<file path="src/rtl/brick_display_pkg.sv">
// Shared types and constants for the score display: FSM states, blank code, limits.
// Latency: none (declarations only).
// Backpressure: not applicable.
package brick_display_pkg;

  typedef enum logic [1:0] {
    IDLE    = 2'd0,
    CONVERT = 2'd1,
    COMMIT  = 2'd2
  } state_t;

  localparam logic [3:0] BLANK_CODE = 4'hF;
  localparam int         MAX_SCORE  = 9999;
  localparam int         NUM_DIGITS = 4;

  // Double-dabble correction: a nibble of 5 or more would overflow past 9 when doubled.
  function automatic logic [3:0] add3(input logic [3:0] n);
    return (n >= 4'd5) ? (n + 4'd3) : n;
  endfunction

endpackage

</file>
<file path="src/rtl/bin2bcd_serial.sv">
// Serial binary-to-BCD converter (shift-add-3), input saturated to MAX_SCORE when latched.
// Latency: value latched on start, one shift per cycle for BIN_W cycles; done flags the final shift.
// Backpressure: none; a start while running restarts the conversion (the caller gates it).
module bin2bcd_serial
  import brick_display_pkg::*;
#(
  parameter int BIN_W = 14
) (
  input  logic             clk,
  input  logic             rst,
  input  logic             start,
  input  logic [BIN_W-1:0] bin,
  output logic             done,
  output logic [15:0]      bcd
);

  localparam int CW = $clog2(BIN_W + 1);

  logic [15:0]      bcd_q;
  logic [BIN_W-1:0] bin_q;
  logic [CW-1:0]    cnt_q;
  logic             run_q;
  logic [BIN_W-1:0] sat_val;
  logic [15:0]      bcd_adj;

  assign sat_val = (int'(bin) > MAX_SCORE) ? BIN_W'(MAX_SCORE) : bin;

  assign bcd_adj = {add3(bcd_q[15:12]), add3(bcd_q[11:8]),
                    add3(bcd_q[7:4]),   add3(bcd_q[3:0])};

  // done is high during the cycle whose closing edge performs the last shift,
  // so bcd is final from the following cycle on.
  assign done = run_q && (cnt_q == CW'(BIN_W - 1));
  assign bcd  = bcd_q;

  // Latch and saturate on start, then correct-and-shift once per cycle.
  always_ff @(posedge clk or posedge rst) begin
    if (rst) begin
      bcd_q <= '0;
      bin_q <= '0;
      cnt_q <= '0;
      run_q <= 1'b0;
    end else if (start) begin
      bcd_q <= '0;
      bin_q <= sat_val;
      cnt_q <= '0;
      run_q <= 1'b1;
    end else if (run_q) begin
      bcd_q <= {bcd_adj[14:0], bin_q[BIN_W-1]};
      bin_q <= {bin_q[BIN_W-2:0], 1'b0};
      cnt_q <= cnt_q + 1'b1;
      if (done) begin
        run_q <= 1'b0;
      end
    end
  end

endmodule

</file>
<file path="src/rtl/digital_7.sv">
// Hex-code to 7-segment decoder; bit order {b,c,d,a,e,f,g}, active-high segments.
// Latency: combinational.
// Backpressure: not applicable; codes 10..15 (including the blank code) light nothing.
module digital_7 (
  input  logic [3:0] digit,
  output logic [6:0] seg
);

  // Segment lookup for decimal digits; everything else is dark.
  always_comb begin
    seg = 7'b0000000;
    case (digit)
      4'd0: seg = 7'b1111110;
      4'd1: seg = 7'b1100000;
      4'd2: seg = 7'b1011101;
      4'd3: seg = 7'b1111001;
      4'd4: seg = 7'b1100011;
      4'd5: seg = 7'b0111011;
      4'd6: seg = 7'b0111111;
      4'd7: seg = 7'b1101000;
      4'd8: seg = 7'b1111111;
      4'd9: seg = 7'b1111011;
      default: seg = 7'b0000000;
    endcase
  end

endmodule

</file>
<file path="src/rtl/score_scan_ctrl.sv">
// Score display controller: BCD-converts a binary score and scans 4 digits through one shared decoder.
// Latency: new digits land BIN_W+1 cycles after the accepting edge; display/digit_sel are one register stage.
// Backpressure: score_valid accepted only while ready; loads during a conversion are dropped. Optional SCORE_LEADING_ZERO_BLANK_EN.
module score_scan_ctrl
  import brick_display_pkg::*;
#(
  parameter int DIGITS   = 4,
  parameter int BIN_W    = 14,
  parameter int SCAN_DIV = 50000
) (
  input  logic              clk,
  input  logic              rst,
  input  logic [BIN_W-1:0]  score_in,
  input  logic              score_valid,
  output logic              ready,
  output logic              busy,
  output logic [6:0]        display,
  output logic [DIGITS-1:0] digit_sel
);

  localparam int PW = (SCAN_DIV > 2) ? $clog2(SCAN_DIV) : 1;
  localparam int IW = (DIGITS > 2) ? $clog2(DIGITS) : 1;

  state_t          state_q, state_d;
  logic            start;
  logic            conv_done;
  logic [15:0]     bcd;
  logic [3:0]      dig_q [DIGITS];
  logic [PW-1:0]   presc_q;
  logic [IW-1:0]   scan_idx_q;
  logic            blank;
  logic [3:0]      code;
  logic [6:0]      seg;

  assign ready = (state_q == IDLE);
  assign busy  = ~ready;
  assign start = ready & score_valid;

  bin2bcd_serial #(
    .BIN_W (BIN_W)
  ) u_bin2bcd (
    .clk   (clk),
    .rst   (rst),
    .start (start),
    .bin   (score_in),
    .done  (conv_done),
    .bcd   (bcd)
  );

  // State register.
  always_ff @(posedge clk or posedge rst) begin
    if (rst) begin
      state_q <= IDLE;
    end else begin
      state_q <= state_d;
    end
  end

  // Next-state: accept, wait for the last shift, commit for one cycle.
  always_comb begin
    state_d = state_q;
    case (state_q)
      IDLE:    if (score_valid)  state_d = CONVERT;
      CONVERT: if (conv_done)    state_d = COMMIT;
      COMMIT:                    state_d = IDLE;
      default:                   state_d = IDLE;
    endcase
  end

  // Digit bank updates only on the COMMIT edge, so the scanner never sees a partial value.
  always_ff @(posedge clk or posedge rst) begin
    if (rst) begin
      for (int i = 0; i < DIGITS; i++) dig_q[i] <= 4'd0;
    end else if (state_q == COMMIT) begin
      for (int i = 0; i < DIGITS; i++) dig_q[i] <= bcd[4*i +: 4];
    end
  end

  // Slot prescaler and scan index, free-running and independent of the FSM.
  always_ff @(posedge clk or posedge rst) begin
    if (rst) begin
      presc_q    <= '0;
      scan_idx_q <= '0;
    end else if (presc_q == PW'(SCAN_DIV - 1)) begin
      presc_q    <= '0;
      scan_idx_q <= (scan_idx_q == IW'(DIGITS - 1)) ? '0 : scan_idx_q + 1'b1;
    end else begin
      presc_q <= presc_q + 1'b1;
    end
  end

`ifdef SCORE_LEADING_ZERO_BLANK_EN
  // A digit is blanked when it and every digit above it are zero; digit 0 always shows.
  always_comb begin
    logic hz;
    blank = 1'b0;
    hz    = 1'b1;
    for (int i = DIGITS - 1; i >= 1; i--) begin
      hz = hz & (dig_q[i] == 4'd0);
      if (IW'(i) == scan_idx_q) blank = hz;
    end
  end
`else
  assign blank = 1'b0;
`endif

  assign code = blank ? BLANK_CODE : dig_q[scan_idx_q];

  digital_7 u_dec (
    .digit (code),
    .seg   (seg)
  );

  // Output stage: segments and enable registered together; enable dark in each slot's first cycle.
  always_ff @(posedge clk or posedge rst) begin
    if (rst) begin
      display   <= '0;
      digit_sel <= '0;
    end else begin
      display   <= seg;
      digit_sel <= (presc_q == '0) ? '0 : (DIGITS'(1) << scan_idx_q);
    end
  end

endmodule

</file>
<file path="config.mk">
export PLATFORM = sky130hd
export DESIGN_NAME = score_scan_ctrl
export DESIGN_NICKNAME = d
export VERILOG_FILES = /design/src/rtl/brick_display_pkg.sv /design/src/rtl/bin2bcd_serial.sv /design/src/rtl/digital_7.sv /design/src/rtl/score_scan_ctrl.sv
export SDC_FILE = /design/constraint.sdc
export NUM_CORES = 1
export LEC_CHECK = 0
export CORE_MARGIN = 4
export CORE_UTILIZATION = 25
export DETAILED_ROUTE_END_ITERATION = 7
export GPL_ROUTABILITY_DRIVEN = 0
export MAX_ROUTING_LAYER = met4
export SYNTH_ARGS = -nofsm -noshare
export SYNTH_HDL_FRONTEND = slang
export SYNTH_HIERARCHICAL = 1
export SYNTH_SLANG_ARGS = --single-unit
</file>
<file path="constraint.sdc">
create_clock -name clk -period 2.6 [get_ports clk]
set_input_delay 0.52 -clock clk [delete_from_list [all_inputs] [get_ports clk]]
set_output_delay 0.52 -clock clk [all_outputs]
set_load 0.005 [all_outputs]
</file>
Word-level counts from Yosys, hierarchy flattened. Memory sizes are Yosys's and may differ from the RTL's. A register that Yosys moved wholly into a read port is not among the register bits. Cells that the tools add are included.

Register bits: 75. Bits in latches: 0. RAM bits: 0. Memory bits (read-only): 112. Input port bits: 17. Output and inout port bits: 13. Logic and storage cells: 65. Memories kept: 1.

Memories: (name not given) (depth 16, bits a word 7, read ports 1, clocked after memory_dff 1, write ports 0, line digital_7.sv:12) `case (digit)`.

$add $sub $neg: 7. Multiply operators: 0. Div/mod/pow operators: 0. Order comparisons: 6. Eq/ne operators: 7. Shifts and indexed selects: 1. Muxes and demuxes: 23. Bitwise gates (word level): 3. Reduce and logical (&&, ||, !) cells: 5.

Operator list (count): 16-bit two-way mux (3); 14-bit two-way mux (3); 4-bit two-way mux (8); 16-bit by 1-bit adder with 16-bit output, second input constant (1); 16-bit equality test, second input constant (1); 4-bit by 3-bit greater-or-equal comparator with 1-bit output, second input constant (4); 16-bit zero test (1); 14-bit greater-than comparator, second input constant (1); 4-bit by 2-bit adder with 4-bit output, second input constant (3); 4-bit binary-select mux with 2-bit select (1); 2-bit two-way mux (3); 4-bit by 1-bit adder with 4-bit output, second input constant (1); 2-bit equality test, second input constant (2); 4-bit equality test, second input constant (1); 2-bit inequality test, second input constant (2); 2-bit case mux with 2 select lines (1); 1-bit by 2-bit left shift with 4-bit output, first input constant (1); 3-bit by 2-bit adder with 3-bit output, second input constant (1); 3-bit greater-or-equal comparator, second input constant (1); 1-bit two-way mux (3); 3-bit two-way mux (1); 2-bit inverter with 3-bit output (1); 2-bit by 1-bit adder with 2-bit output, second input constant (1); 2-bit by 1-bit equality test with 1-bit output, second input constant (1); 6 further kinds (6).

Depth between registers and ports, before layout. Gate-level depths: netlist of the first run.

Word-level depth: 5. Mapped depth: 7. Mapped depth without buffers: 6.

Modules after synthesis. The synthesis of the first run kept the hierarchy.

Modules (own cells, without submodules): score_scan_ctrl (times used 1, cells an instance 153, area an instance 2024.4 um^2, seq. area each 1176.1 um^2); bin2bcd_serial (times used 1, cells an instance 199, area an instance 1944.4 um^2, seq. area each 875.8 um^2); digital_7 (times used 1, cells an instance 28, area an instance 219.0 um^2, seq. area each 0.0 um^2).

Worst setup path after synthesis of the first run. Ideal clock, no wire load.

Path kind: flip-flop to flip-flop. Start point: register scan_idx_q[0]. End point: register display[3]. Setup time: 0.125 ns. Data arrival time: 1.788 ns. Required time: 2.475 ns. Slack: 0.687 ns. Cell stages (with the launch flop): 8. Buffers on the path: 1. Clock period less this slack: 1.913 ns. Cells stage by stage: dfrtp_1 -> clkbuf_1 -> mux4_2 -> inv_2 -> ha_1 -> nor2_1 -> a21oi_1 -> o22ai_1.

Longest elaborated chain between the ends: 4.

Ends and longest elaborated chain: from (decl) (line score_scan_ctrl.sv:30) `logic [IW-1:0] scan_idx_q;`; from (signal assigned) (line score_scan_ctrl.sv:86) `scan_idx_q <= (scan_idx_q == IW'(DIGITS - 1)) ? '0 : scan_idx_q + 1'b1;`; 2-bit inverter with 3-bit output (implied by the code) (line score_scan_ctrl.sv:107) `assign code = blank ? BLANK_CODE : dig_q[scan_idx_q];`; 4-bit binary-select mux with 2-bit select (line score_scan_ctrl.sv:107); 4-bit two-way mux (implied by the code) (2 in series) (line score_scan_ctrl.sv:107); via code[1] (line score_scan_ctrl.sv:32) `logic [3:0] code;`; to (decl) (line score_scan_ctrl.sv:17) `output logic [6:0] display,`.

The timed path passes the listed nets, and every way through them passes these cells. The select of a mux whose other input is x is not followed. A chain may end at the register's enable or synchronous reset.

Worst setup path after layout of the first run.
Start point: register state_q[0]. End point: output port ready.

Longest elaborated chain between the ends: 1.

Ends and longest elaborated chain: from (decl) (line score_scan_ctrl.sv:24) `state_t state_q, state_d;`; from (signal assigned) (line score_scan_ctrl.sv:55) `state_q <= state_d;`; 2-bit zero test (line score_scan_ctrl.sv:35) `assign ready = (state_q == IDLE);`; to (decl) (line score_scan_ctrl.sv:15) `output logic ready,`.

Every way passes these cells.

==> results of run 1 <==
[power groups by stage]
stage / Combinational [mW] / Clock [mW] / Sequential [mW]
after CTS: 1.49 / 1.37 / 1.87
after detailed placement: 1.49 / 0 / 1.89
final: 1.48 / 1.33 / 1.87
after global routing: 1.68 / 1.43 / 1.92
after global placement: 1.41 / 0 / 1.87
after floorplan: 1.19 / 0 / 1.80
[area by class of cell]
class / count / area (µm²)
inverter: 25 / 93.8
fill: 1690 / 11500
timing repair buffer: 38 / 358
clock inverter: 4 / 76.3
clock buffer: 12 / 236
multi-input combinational: 257 / 1930
sequential: 82 / 2050
tap: 220 / 275
[logic make-up after synthesis]
logic type      count (synthesis)
flops                          82
buf+inv                        41
simple gates                  115
xor+xnor                       21
fa+ha+maj                      22
compound gates                 58
mux                            41
[final timing paths]
check                                    from           endpoint
worst max-delay path               state_q[0]              ready
worst min-delay path               state_q[1]         state_q[0]
worst max register to register  scan_idx_q[0]         display[3]
worst min register to register     state_q[1]         state_q[0]
max in group asynchronous                 rst         display[2]
min in group asynchronous                 rst  u_bin2bcd/bcd[14]
[cells in the final DEF (no fill, tap or decap), types with 3 or more instances in the layout]
| cell | instances |
|---|---|
| nand2_1 | 15 |
| nand3b_1 | 4 |
| clkdlybuf4s50_1 | 29 |
| ha_1 | 22 |
| xor2_1 | 10 |
| nand2b_1 | 6 |
| a31oi_1 | 3 |
| o22a_1 | 3 |
| clkbuf_1 | 3 |
| dfrtp_1 | 82 |
| a21oi_1 | 15 |
| nor4_1 | 5 |
| o21ai_0 | 15 |
| clkbuf_16 | 9 |
| nand4_1 | 5 |
| buf_4 | 9 |
| and2_1 | 5 |
| nand3_1 | 16 |
| mux4_2 | 4 |
| nor2b_1 | 6 |
| o32ai_1 | 4 |
| xnor2_1 | 11 |
| a21o_1 | 4 |
| mux2_2 | 24 |
| o22ai_1 | 6 |
| a211oi_1 | 3 |
| inv_1 | 22 |
| nor3_1 | 5 |
| nor2_1 | 36 |
| mux2i_1 | 12 |
[stage by stage]
stage	worst slack [ns]	hold WS (ns)	instances	power, mW
floorplan	0.687	0.434	380	2.98
finish	0.619	0.478	638	4.68
detailed placement	0.394	0.472	622	3.38
global placement	0.436	0.452	622	3.29
CTS	0.588	0.480	638	4.74
global route	0.483	0.504	638	5.02
[worst reg2reg max path: stages, from the launching register on]
cell	delay (ns)
dfrtp_1	0.56
mux4_2	0.66
inv_2	0.14
ha_1	0.15
nor2_1	0.04
a21oi_1	0.19
o22ai_1	0.11
[synthesized netlist by cell type (3+ instances only)]
cell | number | area (µm²)
a21o_1 | 4 | 30.0
inv_1 | 23 | 86.3
mux2_2 | 24 | 270
o32ai_1 | 4 | 35.0
nand2_1 | 15 | 56.3
a21oi_1 | 15 | 75.1
dfrtp_1 | 82 | 2050
xor2_1 | 10 | 87.6
nand3_1 | 16 | 80.1
o22ai_1 | 6 | 37.5
mux4_2 | 4 | 90.1
nand2b_1 | 6 | 37.5
clkbuf_1 | 4 | 15.0
buf_6 | 5 | 56.3
o21ai_0 | 15 | 75.1
nor2_1 | 36 | 135
xnor2_1 | 11 | 96.3
and2_1 | 5 | 31.3
nand3b_1 | 4 | 30.0
a31oi_1 | 3 | 18.8
ha_1 | 22 | 275
nor2b_1 | 6 | 37.5
mux2i_1 | 12 | 120
nor3_1 | 5 | 25.0
a211oi_1 | 3 | 22.5
nand4_1 | 5 | 31.3
o22a_1 | 3 | 26.3
buf_2 | 6 | 30.0
nor4_1 | 5 | 31.3
[per-layer routing]
| layer | vias up | wire length (µm) | track usage |
|---|---|---|---|
| met5 | - | 0 | - |
| met4 | 0 | 115 | 0.0277 |
| met3 | 13 | 337 | 0.0285 |
| met2 | 60 | 3730 | 0.144 |
| met1 | 1354 | 3630 | 0.115 |
| li1 | 1388 | - | - |
[registers in the layout (all words and copies together), names as in the netlist]
| signal | flops |
|---|---|
| state_q | 2 |
| digit_sel | 4 |
| scan_idx_q | 2 |
| u_bin2bcd/run_q | 1 |
| display | 7 |
| u_bin2bcd/cnt_q | 4 |
| u_bin2bcd/bin_q | 14 |
| dig_q | 16 |
| presc_q | 16 |
| u_bin2bcd/bcd | 16 |
==> results.py, run 1 <==
metrics = {
    "clocking": {
        "cts_tree": "yes",
        "cts.sinks": 82,
        "cts_max_level": 3,
        "cts-root-buf": "clkbuf_16",
        "numCtsBuffers": 9,
        "ctsResizeCount": 0,
        "clkLatencyLatePin_ns": 0.34,
        "ctsHoldBuffers": 0,
        "post-cts-setup-buffer-count": 0,
        "clkTransAtPathRegs_ns": 0.06,
        "clockBufferDepth": 2,
    },
    "routing": {
        "via_per_inst": 4.41,
        "drc": 0,
        "firstDrtPassIters": 5,
        "wl_um": 7820,
        "detail-route-antenna-nets": 0,
        "first_iter_violations": 139,
        "vias": 2815,
        "wl_per_cell_um": 12.3,
    },
    "power_and_ir_drop": {
        "internal_power_mw": 3.18,
        "swShare": 0.322,
        "p_per_area_mw_per_mm2": 932,
        "p_comb_frac": 0.317,
        "p_seq_frac": 0.398,
        "ir_drop_v": 0.000405,
        "netSwitchingPower_mw": 1.51,
        "leakagePower_nw": 2.18,
        "clkPwrFrac": 0.285,
    },
    "timing": {
        "rsz0062_at_grt": "no",
        "tns_ns": 0,
        "finalClockSkew_ns": 0.00378,
        "max-slew-margin-rel": 0.615,
        "worst_pin_slew_ns": 0.578,
        "setup_violations": 0,
        "finalHoldViolations": 0,
        "clock.fmax_mhz": 505,
        "drv_slew": 0,
        "min_period_ns": 1.98,
        "fin_crit_sh": 0.762,
    },
    "job": {
        "maxCapViolCount": 0,
    },
    "placement": {
        "place_area_mm2": 0.00471,
        "place_hpwl_um": 5690,
        "port-buffer-count": 29,
    },
    "synthesis": {
        "synth-seq-area-share": 0.490,
        "synth_compound_area_frac": 0.0860,
        "synth.avg_cell_area_um2": 11.0,
        "mappedNetlistArea_mm2": 0.00419,
        "synthAdderAreaFrac": 0.0657,
        "ys.flop_type": "dfrtp_1",
        "synth_mux_area_frac": 0.117,
        "synth-seq-cells": 82,
        "synth_xor_area_frac": 0.0439,
        "synth-edff-count": 0,
        "syn_nets": 419,
        "synthArstFlopShare": 1.00,
        "postSynthCellCount": 380,
        "synth_top_family_by_area": "simple AND/OR/NAND/NOR gates",
        "ys.warnings.count": 6,
        "yosys.area_share.simple": 0.148,
        "ys_types": 46,
    },
    "hold_path": {
        "whs_path_depth": 1,
        "hold_class": "reg -> reg",
    },
    "cells_and_area": {
        "final_area_mm2": 0.00502,
        "post_route_cells_drive_above_1_share": 0.139,
        "finish.utilization": 0.304,
        "nNetsFinal": 452,
        "num_antenna_cells": 0,
        "synthToLayoutAreaGrowth_pct": 20.0,
    },
    "critical_path": {
        "cpMaxStageDelayCell": "clkdlybuf4s50_1",
        "start_kind": "register",
        "cpPeakStageDelay_ns": 0.53,
        "cp_max_fo": 5,
        "cp_top_family": "buffers and inverters",
        "critPathCaptureType": "primary output",
        "cp.required_ns": 2.08,
        "regToRegSetupSlack_ns": 0.63,
        "path_buf_inv": 1,
        "worst-path-stages": 2,
        "worst-r2r-cell-count": 6,
        "critPathArrivalTime_ns": 1.46,
        "crit_chain": "nor2_1, clkdlybuf4s50_1",
        "crit_type": "reg -> out",
    },
    "die": {
        "die_w_um": 137,
        "die_area_mm2": 0.0189,
        "die_h_um": 137,
        "coreArea_mm2": 0.0165,
        "ioPinCount": 30,
        "start_util": 0.253,
        "num_rows": 47,
    },
    "global_route": {
        "grt_pass1_vias": 2813,
        "grt_pass1_wl_um": 13600,
        "grt_use_total": 0.0924,
        "antenna_found_initial": 0,
        "grt_max_degree": 48,
        "globalRouteOverflowTotal": 0,
    },
    "outcome": {
        "status": "finished, final reports clean",
    },
}
Power figures use the tool's default switching activity.
==> run 2, diff against run 1 <==
Clock period 2.6 ns to 2.01 ns, I/O delays scaled along.
==> results.py, run 2 (same netlist as run 1, synthesis figures left out) <==
metrics = {
    "outcome": {
        "status": "finished, final reports clean",
    },
    "critical_path": {
        "critPathArrivalTime_ns": 1.47,
        "cpPeakStageDelay_ns": 0.53,
        "crit_type": "reg -> out",
        "crit_chain": "nor2_1, clkdlybuf4s50_1",
        "cp.required_ns": 1.61,
        "start_kind": "register",
        "critPathCaptureType": "primary output",
        "cpMaxStageDelayCell": "clkdlybuf4s50_1",
        "cp_max_fo": 5,
    },
    "cells_and_area": {
        "layout_commonest_cell": "dfrtp_1",
        "synthToLayoutAreaGrowth_pct": 21.3,
        "finish.utilization": 0.307,
        "mostFrequentLayoutCells": "81 x dfrtp_1, 36 x nor2_1, 29 x clkdlybuf4s50_1",
        "num_antenna_cells": 0,
        "nNetsFinal": 458,
        "post_route_cells_drive_above_1_share": 0.160,
    },
    "power_and_ir_drop": {
        "p_comb_frac": 0.323,
        "netSwitchingPower_mw": 1.99,
        "leakagePower_nw": 2.21,
        "p_per_area_mw_per_mm2": 1190,
        "ir_drop_v": 0.000496,
        "internal_power_mw": 4.06,
        "p_seq_frac": 0.398,
        "clkPwrFrac": 0.279,
        "swShare": 0.330,
    },
    "timing": {
        "setup_violations": 0,
        "worst_pin_slew_ns": 0.467,
        "max-slew-margin-rel": 0.689,
        "clock.fmax_mhz": 534,
        "finalHoldViolations": 0,
        "fin_crit_sh": 0.931,
        "tns_ns": 0,
        "finalClockSkew_ns": 0.00819,
        "rsz0062_at_grt": "no",
        "drv_slew": 0,
        "min_period_ns": 1.87,
    },
    "routing": {
        "vias": 2853,
        "drc": 0,
        "wl_per_cell_um": 12.4,
        "wl_um": 8000,
        "firstDrtPassIters": 6,
        "first_iter_violations": 110,
        "detail-route-antenna-nets": 0,
        "via_per_inst": 4.43,
    },
    "die": {
        "die_w_um": 137,
        "coreArea_mm2": 0.0165,
        "die_area_mm2": 0.0189,
        "ioPinCount": 30,
        "die_h_um": 137,
        "num_rows": 47,
        "start_util": 0.253,
    },
    "clocking": {
        "cts.sinks": 82,
        "clockBufferDepth": 2,
        "numCtsBuffers": 9,
        "cts_tree": "yes",
        "clkLatencyLatePin_ns": 0.34,
        "post-cts-setup-buffer-count": 0,
        "cts-root-buf": "clkbuf_16",
        "clkTransAtPathRegs_ns": 0.06,
        "cts_max_level": 3,
    },
    "global_route": {
        "grt_max_degree": 48,
        "grt_pass1_wl_um": 13500,
        "globalRouteOverflowTotal": 0,
        "grt_use_total": 0.0916,
        "grt_pass1_vias": 2858,
        "antenna_found_initial": 0,
    },
    "placement": {
        "place_hpwl_um": 5840,
        "port-buffer-count": 29,
    },
    "hold_path": {
        "hold_class": "in -> async",
    },
    "job": {
        "maxCapViolCount": 0,
    },
}
## run 2: cell count changes in the layout (fill, tap and decap cells not counted)
cell        before  now
buf_12           0    1
buf_4            9   14
bufinv_16        2    1
clkbuf_1         3    0
clkbuf_8         0    1
clkinv_4         1    0
clkinvlp_4       1    2
dfrtp_1         82   81
dfrtp_2          0    1
inv_6            0    3
## run 2: final cells by class
| class | instances | area, µm² |
|---|---|---|
| fillers | 1658 | 11400 |
| flip-flops and latches | 82 | 2050 |
| multi-input cells | 257 | 1930 |
| repair buffers | 44 | 415 |
| well taps | 220 | 275 |
| clock buffers | 10 | 239 |
| inverters | 25 | 93.8 |
| clock inverters | 6 | 71.3 |
## run 2: per-stage QoR
stage	instance area [µm²]	cells	power (mW)	hold WS, ns	worst slack [ns]
floorplan	4190	380	3.86	0.434	0.0974
global placement	4770	628	4.30	0.451	0.118
detailed placement	4770	628	4.40	0.468	0.0772
CTS	5080	644	6.12	0.449	0.0530
global route	5080	644	6.46	0.472	0.0106
finish	5080	644	6.05	0.444	0.139
## run 2: critical path, delay by kind of cell (launching register included)
family                 cells  cell delay, ns
and+or+nand+nor            1            0.19
buffers and inverters      1            0.53
DFF                        1            0.41
## run 2: final timing paths
kind                          startpoint                to  slack (ns)  cells past startpoint
min in group clk              state_q[1]        state_q[0]        0.47                      1
max in group asynchronous            rst  u_bin2bcd/bcd[1]        1.16                      3
min                                  rst        state_q[1]        0.44                      3
max                           state_q[0]             ready        0.14                      2
min reg2reg                   state_q[1]        state_q[0]        0.47                      1
max reg2reg                scan_idx_q[0]        display[3]        0.14                      6
## run 2: what timing repair did
item | 4_1_cts | 5_1_grt
resized for setup | 0 | 1
hold buffers | 0 | 0
setup endpoints to repair | 0 | 3
## run 2: power groups by stage
stage / registers [mW] / clock network [mW] / logic (mW)
final: 2.41 / 1.69 / 1.96
after global routing: 2.47 / 1.80 / 2.19
after CTS: 2.41 / 1.74 / 1.97
after detailed placement: 2.44 / 0 / 1.96
after global placement: 2.42 / 0 / 1.88
after floorplan: 2.33 / 0 / 1.53
## run 2: routing by layer
layer | GRT usage | share of wire | up-vias
met1 | 0.106 | 0.45 | 1396
met2 | 0.152 | 0.50 | 50
li1 | - | - | 1397
met5 | - | 0 | -
met3 | 0.0285 | 0.038 | 10
met4 | 0.0283 | 0.010 | 0
